File: config.mk
export PLATFORM = sky130hd
export DESIGN_NAME = pattern_sequencer
export DESIGN_NICKNAME = d
export VERILOG_FILES = /design/src/rtl/pattern_sequencer_pkg.sv /design/src/rtl/pattern_rom.sv /design/src/rtl/pattern_sequencer.sv
export SDC_FILE = /design/constraint.sdc
export NUM_CORES = 1
export LEC_CHECK = 0
export BUFFER_PORTS_ARGS = -buffer_cell sky130_fd_sc_hd__clkbuf_2
export CAP_MARGIN = 20
export CORE_ASPECT_RATIO = 1.25
export CORE_UTILIZATION = 40
export CTS_BUF_LIST = sky130_fd_sc_hd__clkbuf_8
export CTS_CLUSTER_DIAMETER = 60
export DETAILED_ROUTE_END_ITERATION = 16
export PLACE_DENSITY = 0.72
export SLEW_MARGIN = 0
export SYNTH_ARGS = -nofsm -noshare
export SYNTH_HDL_FRONTEND = slang
export SYNTH_SLANG_ARGS = --single-unit
File: constraint.sdc
create_clock -name clk -period 1.8 [get_ports clk]
set_input_delay 0.09 -clock clk [delete_from_list [all_inputs] [get_ports clk]]
set_output_delay 0.09 -clock clk [all_outputs]
set_load 0.005 [all_outputs]
File: src/rtl/pattern_sequencer_pkg.sv
// Shared RGB565 colour constants and pattern-index encodings for the
// pattern sequencer and its lookup table.
package pattern_sequencer_pkg;

  // RGB565 layout: {r[4:0], g[5:0], b[4:0]}
  localparam logic [15:0] RED   = 16'hF800;
  localparam logic [15:0] GREEN = 16'h07E0;
  localparam logic [15:0] BLUE  = 16'h001F;
  localparam logic [15:0] WHITE = 16'hFFFF;
  localparam logic [15:0] BLACK = 16'h0000;

  typedef enum logic [1:0] {
    PAT_CHECKER  = 2'd0,
    PAT_STRIPES  = 2'd1,
    PAT_SOLID    = 2'd2,
    PAT_GRADIENT = 2'd3
  } pattern_e;

endpackage

File: src/rtl/pattern_rom.sv
// Combinational test-pattern lookup: maps a pixel coordinate and pattern
// index to an RGB565 colour.
module pattern_rom
  import pattern_sequencer_pkg::*;
(
  input  logic [7:0]  x,
  input  logic [6:0]  y,
  input  logic [1:0]  idx,
  output logic [15:0] color
);

  // Low coordinate bits do not influence any pattern.
  logic unused_bits;
  assign unused_bits = ^{x[2:0], y[0]};

  // Select the colour for the current pixel of the requested pattern.
  always_comb begin
    color = BLACK;
    case (pattern_e'(idx))
      PAT_CHECKER:  color = (x[3] ^ y[2]) ? GREEN : BLUE;
      PAT_STRIPES:  color = x[3] ? GREEN : RED;
      PAT_SOLID:    color = WHITE;
      PAT_GRADIENT: color = {x[7:3], y[6:1], ~x[7:3]};
      default:      color = BLACK;
    endcase
  end

endmodule

File: src/rtl/pattern_sequencer.sv
// Test-pattern sequencer feeding an ST7735 driver: detects frame starts
// from the pixel scan, dwells on each pattern for a number of frames,
// accepts manual advance requests, and registers the pixel colour.
module pattern_sequencer
  import pattern_sequencer_pkg::*;
#(
  parameter int unsigned DWELL_FRAMES = 60,
  parameter int unsigned NUM_PATTERNS = 4
) (
  input  logic        clk,
  input  logic        resetn,
  input  logic [7:0]  x,
  input  logic [6:0]  y,
  input  logic        pause,
  input  logic        next_req,
  output logic [15:0] color,
  output logic [1:0]  pattern_idx,
  output logic        frame_tick
);

  localparam logic [7:0] DWELL_LAST = 8'(DWELL_FRAMES - 1);
  localparam logic [1:0] IDX_LAST   = 2'(NUM_PATTERNS - 1);

  logic [7:0]  prev_x;
  logic [6:0]  prev_y;
  logic [7:0]  dwell_cnt;
  logic [1:0]  idx_q;
  logic        pending;

  logic        frame_start;
  logic        consume_req;
  logic        dwell_expire;
  logic        advance;
  logic [1:0]  idx_next;
  logic [15:0] rom_color;

  pattern_rom u_rom (
    .x     (x),
    .y     (y),
    .idx   (idx_q),
    .color (rom_color)
  );

  // Frame-start detection and advance decision for this cycle.
  // A request arriving in the frame-start cycle itself is folded in here so
  // it is consumed immediately rather than left pending.
  always_comb begin
    frame_start  = (x == '0) && (y == '0) && !((prev_x == '0) && (prev_y == '0));
    consume_req  = pending || next_req;
    dwell_expire = !pause && (dwell_cnt == DWELL_LAST);
    advance      = frame_start && (consume_req || dwell_expire);
    idx_next     = (idx_q == IDX_LAST) ? '0 : idx_q + 2'd1;
  end

  // Coordinate history, frame tick and registered pixel colour.
  always_ff @(posedge clk or negedge resetn) begin
    if (!resetn) begin
      prev_x     <= '0;
      prev_y     <= '0;
      frame_tick <= 1'b0;
      color      <= BLACK;
    end else begin
      prev_x     <= x;
      prev_y     <= y;
      frame_tick <= frame_start;
      color      <= rom_color;
    end
  end

  // Dwell counter, pattern index and pending request; all update only at
  // frame starts so a pattern never changes mid-frame.
  always_ff @(posedge clk or negedge resetn) begin
    if (!resetn) begin
      dwell_cnt <= '0;
      idx_q     <= '0;
      pending   <= 1'b0;
    end else if (frame_start) begin
      pending <= 1'b0;
      if (consume_req || dwell_expire) begin
        dwell_cnt <= '0;
      end else if (!pause) begin
        dwell_cnt <= dwell_cnt + 8'd1;
      end
      if (advance) begin
        idx_q <= idx_next;
      end
    end else if (next_req) begin
      pending <= 1'b1;
    end
  end

  assign pattern_idx = idx_q;

endmodule

==> results.json, run 1 <==
{
  "clkLatencyLatePin_ps": 290,
  "crit_buf_inv": 0,
  "dieArea_um2": 4570,
  "layout_min_cycle_time_ps": 1850,
  "clock.fmax_ghz": 0.541,
  "postRouteWirelength_um": 3700,
  "irDropWorstVdd_mv": 0.337,
  "rows": 26,
  "io_pins": 38,
  "die_h_um": 75.4,
  "fill_cells": 348,
  "nets": 239,
  "synth.distinct_cells": 29,
  "skew_ps": 5.26,
  "syn_inst": 141,
  "cp-end-kind": "flop",
  "pwr-share-clk_pct": 42.9,
  "yosysWarningCount": 0,
  "p_sw_share_pct": 19.4,
  "syn-num-nets": 165,
  "hp-class": "in2reg",
  "drc": 0,
  "fp.dieW_um": 60.7,
  "path_class": "reg2reg",
  "cp_slowest_stage_delay_ps": 470,
  "cp_top_family": "simple AND/OR/NAND/NOR gates",
  "pwr-share-comb_pct": 6.6,
  "slew_headroom_pct": 72.7,
  "placedCellCount": 257,
  "synth_edf_count": 0,
  "period_share_pct": 103,
  "drtAntennaViolNets": 0,
  "drv_slew": 0,
  "synth_top_area_cell": "dfrtp_1",
  "synth-compound-area-share_pct": 13.0,
  "synth_top_family_by_area": "simple AND/OR/NAND/NOR gates",
  "cts_tree": "yes",
  "num_antenna_cells": 0,
  "tightest_slew_ps": 410,
  "p_leak_nw": 1.10,
  "cts_buffers": 5,
  "grt_pass1_vias": 1299,
  "port-buffer-count": 37,
  "synth_ff_type": "dfrtp_1",
  "crit_fanout": 4,
  "drive_gt1_share_pct": 39.8,
  "synth-simple-area-share_pct": 17.6,
  "yosys-top-cells-area": "dfrtp_1 (63%), nand2_1 (3.9%), a21oi_1 (3.8%)",
  "dr.pass1.iters": 4,
  "finalHoldViolCount": 0,
  "post-cts-setup-buffer-count": 0,
  "place_congestion": 0.838,
  "drv_cap": 0,
  "start_util_pct": 42.0,
  "num_vias": 1326,
  "synthMuxAreaShare_pct": 1.31,
  "antenna_found_initial": 0,
  "cp.required_ps": 1970,
  "first_iter_violations": 36,
  "p_int_w": 0.00161,
  "path_cells": "ha_2 > or4b_4 > o31ai_4 > nand2_2 > mux2_4",
  "fin_area_um2": 2390,
  "cts_max_path_buffers": 2,
  "clock-sinks": 43,
  "fin_tns_setup_ps": -255,
  "finalSetupViolCount": 7,
  "cp.arrival_ps": 2020,
  "synthAdderAreaFrac_pct": 3.63,
  "rsz0062_at_grt": "yes",
  "synth_top_area_share_pct": 62.5,
  "wl_per_cell_um": 13.6,
  "vias_per_cell": 4.88,
  "syn2layout_area_growth_pct": 38.7,
  "clkTransAtPathRegs_ps": 80,
  "synth_xor_area_share_pct": 0,
  "slowest_stage": "or4b_4",
  "cts_root_buf": "clkbuf_8",
  "power.density_nw_per_um2": 837,
  "htreeDepth": 2,
  "instances_no_fill": 272,
  "synth_seq_area_share_pct": 62.5,
  "grt_max_degree": 32,
  "syn_area_per_cell_um2": 12.2,
  "p_switching_w": 0.000388,
  "coreArea_um2": 4100,
  "async_flop_share_pct": 100,
  "fin_util_pct": 58.3,
  "overflow": 0,
  "worst_slack_ps": -49.5,
  "track_usage_pct": 17.7,
  "violations": "negative setup slack",
  "syn_area_um2": 1720,
  "dp_hpwl_um": 2700,
  "seqPwrFrac_pct": 50.6,
  "grt_pass1_wl_um": 5810,
  "placed_cell_area_um2": 2160,
  "start_kind": "flop",
  "synth-seq-cells": 43,
  "outcome": "finished with violations"
}
[cell usage in the layout (no fill, tap or decap), types with 2 or more instances in the layout]
cell	netlist	layout
nor4_1	3	3
nand4_1	2	2
nand3_1	5	5
dfrtp_1	43	43
buf_6	1	2
or4_4	2	2
nor2b_1	4	4
nand2_1	18	17
bufinv_16	0	2
mux2_4	0	2
and3_1	3	3
o21ai_0	11	6
o21ai_1	2	6
nor2_1	4	4
clkbuf_2	0	37
clkbuf_8	0	5
inv_1	5	6
nor4_4	2	2
ha_1	5	4
dlygate4sd3_1	0	7
a21oi_1	13	13
o31ai_2	5	4
buf_4	0	23
[area by class of cell]
class | instances | area [um2] | share of cell area [%]
sequential | 43 | 1080 | 45.0
multi-input combinational | 91 | 641 | 26.8
timing repair buffer | 69 | 450 | 18.9
tap | 56 | 70.1 | 2.93
clock buffer | 5 | 68.8 | 2.88
clock inverter | 3 | 63.8 | 2.67
inverter | 5 | 18.8 | 0.786
[cell families (layout without fill, tap and decap cells)]
family | count (synthesis) | after routing
simple gates | 49 | 49
flops | 43 | 43
buf+inv | 7 | 82
mux | 2 | 2
fa+ha+maj | 5 | 5
compound gates | 35 | 35
[routing by layer]
metal / share of wire, % / track usage (%) / vias up
li1: - / - / 647
met1: 41 / 20.2 / 631
met2: 52 / 30.8 / 36
met3: 3.8 / 3.40 / 12
met4: 3.1 / 9.85 / 0
met5: 0 / 0 / -
[stage by stage]
step | power (W) | hold slack [ps] | setup slack, ps
after floorplan | 0.00105 | -206 | -83.4
after global placement | 0.00115 | -12.0 | -31.7
after detailed placement | 0.00115 | -1.11 | -94.7
after CTS | 0.00202 | 19.9 | -30.9
after global routing | 0.00207 | 44.2 | -128
final | 0.00200 | 28.6 | -49.5
[cell usage after synthesis (all sizes together) (2+ instances only)]
master / number
nand3: 5
ha: 5
buf: 2
nand4: 3
nor4: 5
nor2: 4
o31ai: 6
and3: 3
or2: 2
a21oi: 13
or4: 2
dfrtp: 43
mux2: 2
inv: 5
nand2: 18
nor2b: 4
o21ai: 13
[power groups by stage]
stage	registers [W]	logic, W	clock network [W]
detailed placement	0.00103	0.000120	0
floorplan	0.00103	0.0000199	0
global route	0.00101	0.000149	0.000909
finish	0.00101	0.000132	0.000857
global placement	0.00103	0.000120	0
CTS	0.00101	0.000133	0.000878
[repair_timing]
item / in CTS / in global routing
endpoints found under the setup margin: 7 / 8
hold buffers: 7 / 0
resized for setup: 7 / 4
endpoints found under the hold margin: 18 / 0
pin swaps: 0 / 1
[sequential cells by signal (all words and copies together) (netlist names)]
signal and flops:
pattern_idx 2, color 16, prev_y 7, dwell_cnt 8, prev_x 8, frame_tick 1
pending 1
[path summary, 6_finish.rpt]
kind	start	end	slack, ps	depth (start not counted)
worst max-delay path	dwell_cnt[1]	pattern_idx[1]	-50	5
worst min-delay path	y[5]	prev_y[5]	30	2
worst max register to register	dwell_cnt[1]	pattern_idx[1]	-50	5
worst min register to register	dwell_cnt[1]	dwell_cnt[1]	520	2
max in group asynchronous	resetn	dwell_cnt[4]	880	3
min in group asynchronous	resetn	prev_x[0]	230	2
Power figures use the tool's default switching activity.
==> run 2: changes to the inputs <==
CORE_MARGIN = 2   (was default)
==> run 2 against run 1 <==
  * The flow still finishes with violations (negative setup slack)
  * Worst setup slack barely moved
  * Cell count did not move
  * Fmax barely moved
  * Global-route usage fell by 0.95 points
  * Sequential share of layout area rose by 0.50 points
  * Via count rose by 0.90%
  * Clock-buffer cell count did not move
  * First-iteration DRC count rose by 110%
  * Cell area fell by 1.1%
  * Sequential power barely moved
  * Total power fell by 14%
  * Combinational power barely moved
  * Highest routed layer unchanged
==> results.json, run 2 (same netlist as run 1, synthesis figures left out) <==
{
  "clkLatencyLatePin_ps": 290,
  "clock.fmax_ghz": 0.541,
  "track_usage_pct": 16.7,
  "num_antenna_cells": 0,
  "power.density_nw_per_um2": 725,
  "p_total_w": 0.00171,
  "fill_cells": 334,
  "coreArea_um2": 4100,
  "grt_max_degree": 28,
  "slew_headroom_pct": 71.5,
  "wl_per_cell_um": 13.6,
  "largest_reg_flops": 16,
  "irDropWorstVdd_mv": 0.440,
  "die_h_um": 77.4,
  "worst_slack_ps": -49.6,
  "hp-class": "in2reg",
  "drv_slew": 0,
  "nets": 239,
  "crit_fanout": 4,
  "largestRegisters": "color x16, dwell_cnt x8, prev_x x8",
  "clock-sinks": 43,
  "first_iter_violations": 74,
  "start_kind": "flop",
  "grt_pass1_vias": 1315,
  "io_pins": 38,
  "cp.required_ps": 1980,
  "dp_hpwl_um": 2710,
  "postRouteWirelength_um": 3690,
  "skew_ps": 4.78,
  "drive_gt1_share_pct": 40.3,
  "path_class": "reg2reg",
  "regMostFlops": "color",
  "drc": 0,
  "grt_util_met2_pct": 28.7,
  "worstRegToRegCells": 5,
  "dr.pass1.iters": 4,
  "layout_min_cycle_time_ps": 1850,
  "cp.arrival_ps": 2030,
  "period_share_pct": 103,
  "cts_max_path_buffers": 2,
  "outcome": "finished with violations",
  "rows": 26,
  "vias_per_cell": 4.92,
  "reg2reg_from": "dwell_cnt[1]",
  "layout_commonest_cell": "dfrtp_1",
  "syn2layout_area_growth_pct": 37.2,
  "htreeDepth": 2,
  "cp-end-kind": "flop",
  "finalHoldViolCount": 0,
  "grt-busiest-layer": "met2",
  "rsz0062_at_grt": "yes",
  "cts_tree": "yes",
  "cts_buffers": 5,
  "tightest_slew_ps": 428,
  "clkTransAtPathRegs_ps": 80,
  "place_congestion": 0.804,
  "port-buffer-count": 37,
  "cp-endpoint": "pattern_idx[1]",
  "reg2reg_slack_ps": -50,
  "holdWs_ps": 27.5,
  "finalSetupViolCount": 5,
  "crit_start": "dwell_cnt[1]",
  "antenna_found_initial": 0,
  "fin_util_pct": 57.6,
  "overflow": 0,
  "final_cell_mix": "dfrtp_1 (43), clkbuf_2 (37), buf_4 (23), nand2_1 (17), a21oi_1 (13)",
  "fp.dieW_um": 62.7,
  "dieArea_um2": 4850,
  "gr-usage-met3_pct": 4.06,
  "grt_pass1_wl_um": 6150,
  "drtAntennaViolNets": 0,
  "drv_cap": 0,
  "start_util_pct": 42.0,
  "violations": "negative setup slack",
  "cts_root_buf": "clkbuf_8",
  "r2r-end": "pattern_idx[1]",
  "fin_tns_setup_ps": -146,
  "p_leak_nw": 1.08,
  "num_vias": 1338,
  "met1_usage_pct": 19.7
}
run 2: report_power, final:
| group | switching (W) | internal (W) | leakage [nW] |
|---|---|---|---|
| Combinational | 0.0000694 | 0.0000622 | 0.498 |
| Clock | 0.000306 | 0.000265 | 0.0453 |
| Sequential | 0.00000935 | 0.00100 | 0.535 |
| Total | 0.000385 | 0.00133 | 1.08 |
run 2: repair_timing:
action | in CTS | in global routing
pin swaps | 0 | 2
resized for setup | 1 | 11
endpoints found under the setup margin | 6 | 7
hold buffers | 7 | 0
setup buffers | 0 | 1
endpoints found under the hold margin | 22 | 0
run 2: cell type report:
cell class                 count  area (um2)  area share (%)
clock buffer                   5        68.8            2.91
tap                           56        70.1            2.97
sequential                    43        1080            45.6
multi-input combinational     91         653            27.6
timing repair buffer          69         459            19.4
clock inverter                 3        16.3           0.689
inverter                       5        18.8           0.794
run 2: how the worst min path moves through the flow:
| stage | start | cells after the start | slack (ps) | endpoint |
|---|---|---|---|---|
| finish | y[5] | 2 | 30 | prev_y[5] |
| global route | y[5] | 2 | 20 | prev_y[5] |
| CTS | y[5] | 2 | 20 | prev_y[5] |
| detailed placement | resetn | 1 | 40 | prev_y[5] |
| global placement | resetn | 1 | 30 | prev_y[0] |
| floorplan | resetn | 0 | -210 | color[0] |
run 2: stage by stage:
step | setup slack, ps | instance area (um2) | std cells
3_5_place_dp | -74.4 | 2170 | 256
2_1_floorplan | -83.4 | 1740 | 141
6_report | -49.6 | 2360 | 272
3_3_place_gp | -12.0 | 2170 | 256
4_1_cts | -86.7 | 2320 | 271
5_1_grt | -121 | 2360 | 272
run 2: per-layer routing:
layer / wire length (um) / vias to the layer above
li1: - / 647
met4: 50 / 0
met3: 163 / 5
met2: 2000 / 49
met1: 1470 / 637
met5: 0 / -
run 2: worst max-delay path: stages, from the launching register on:
cell     delay, ps
dfrtp_1        370
ha_2           190
or4b_4         470
o31ai_4        260
nand2_2        140
mux2_4         310
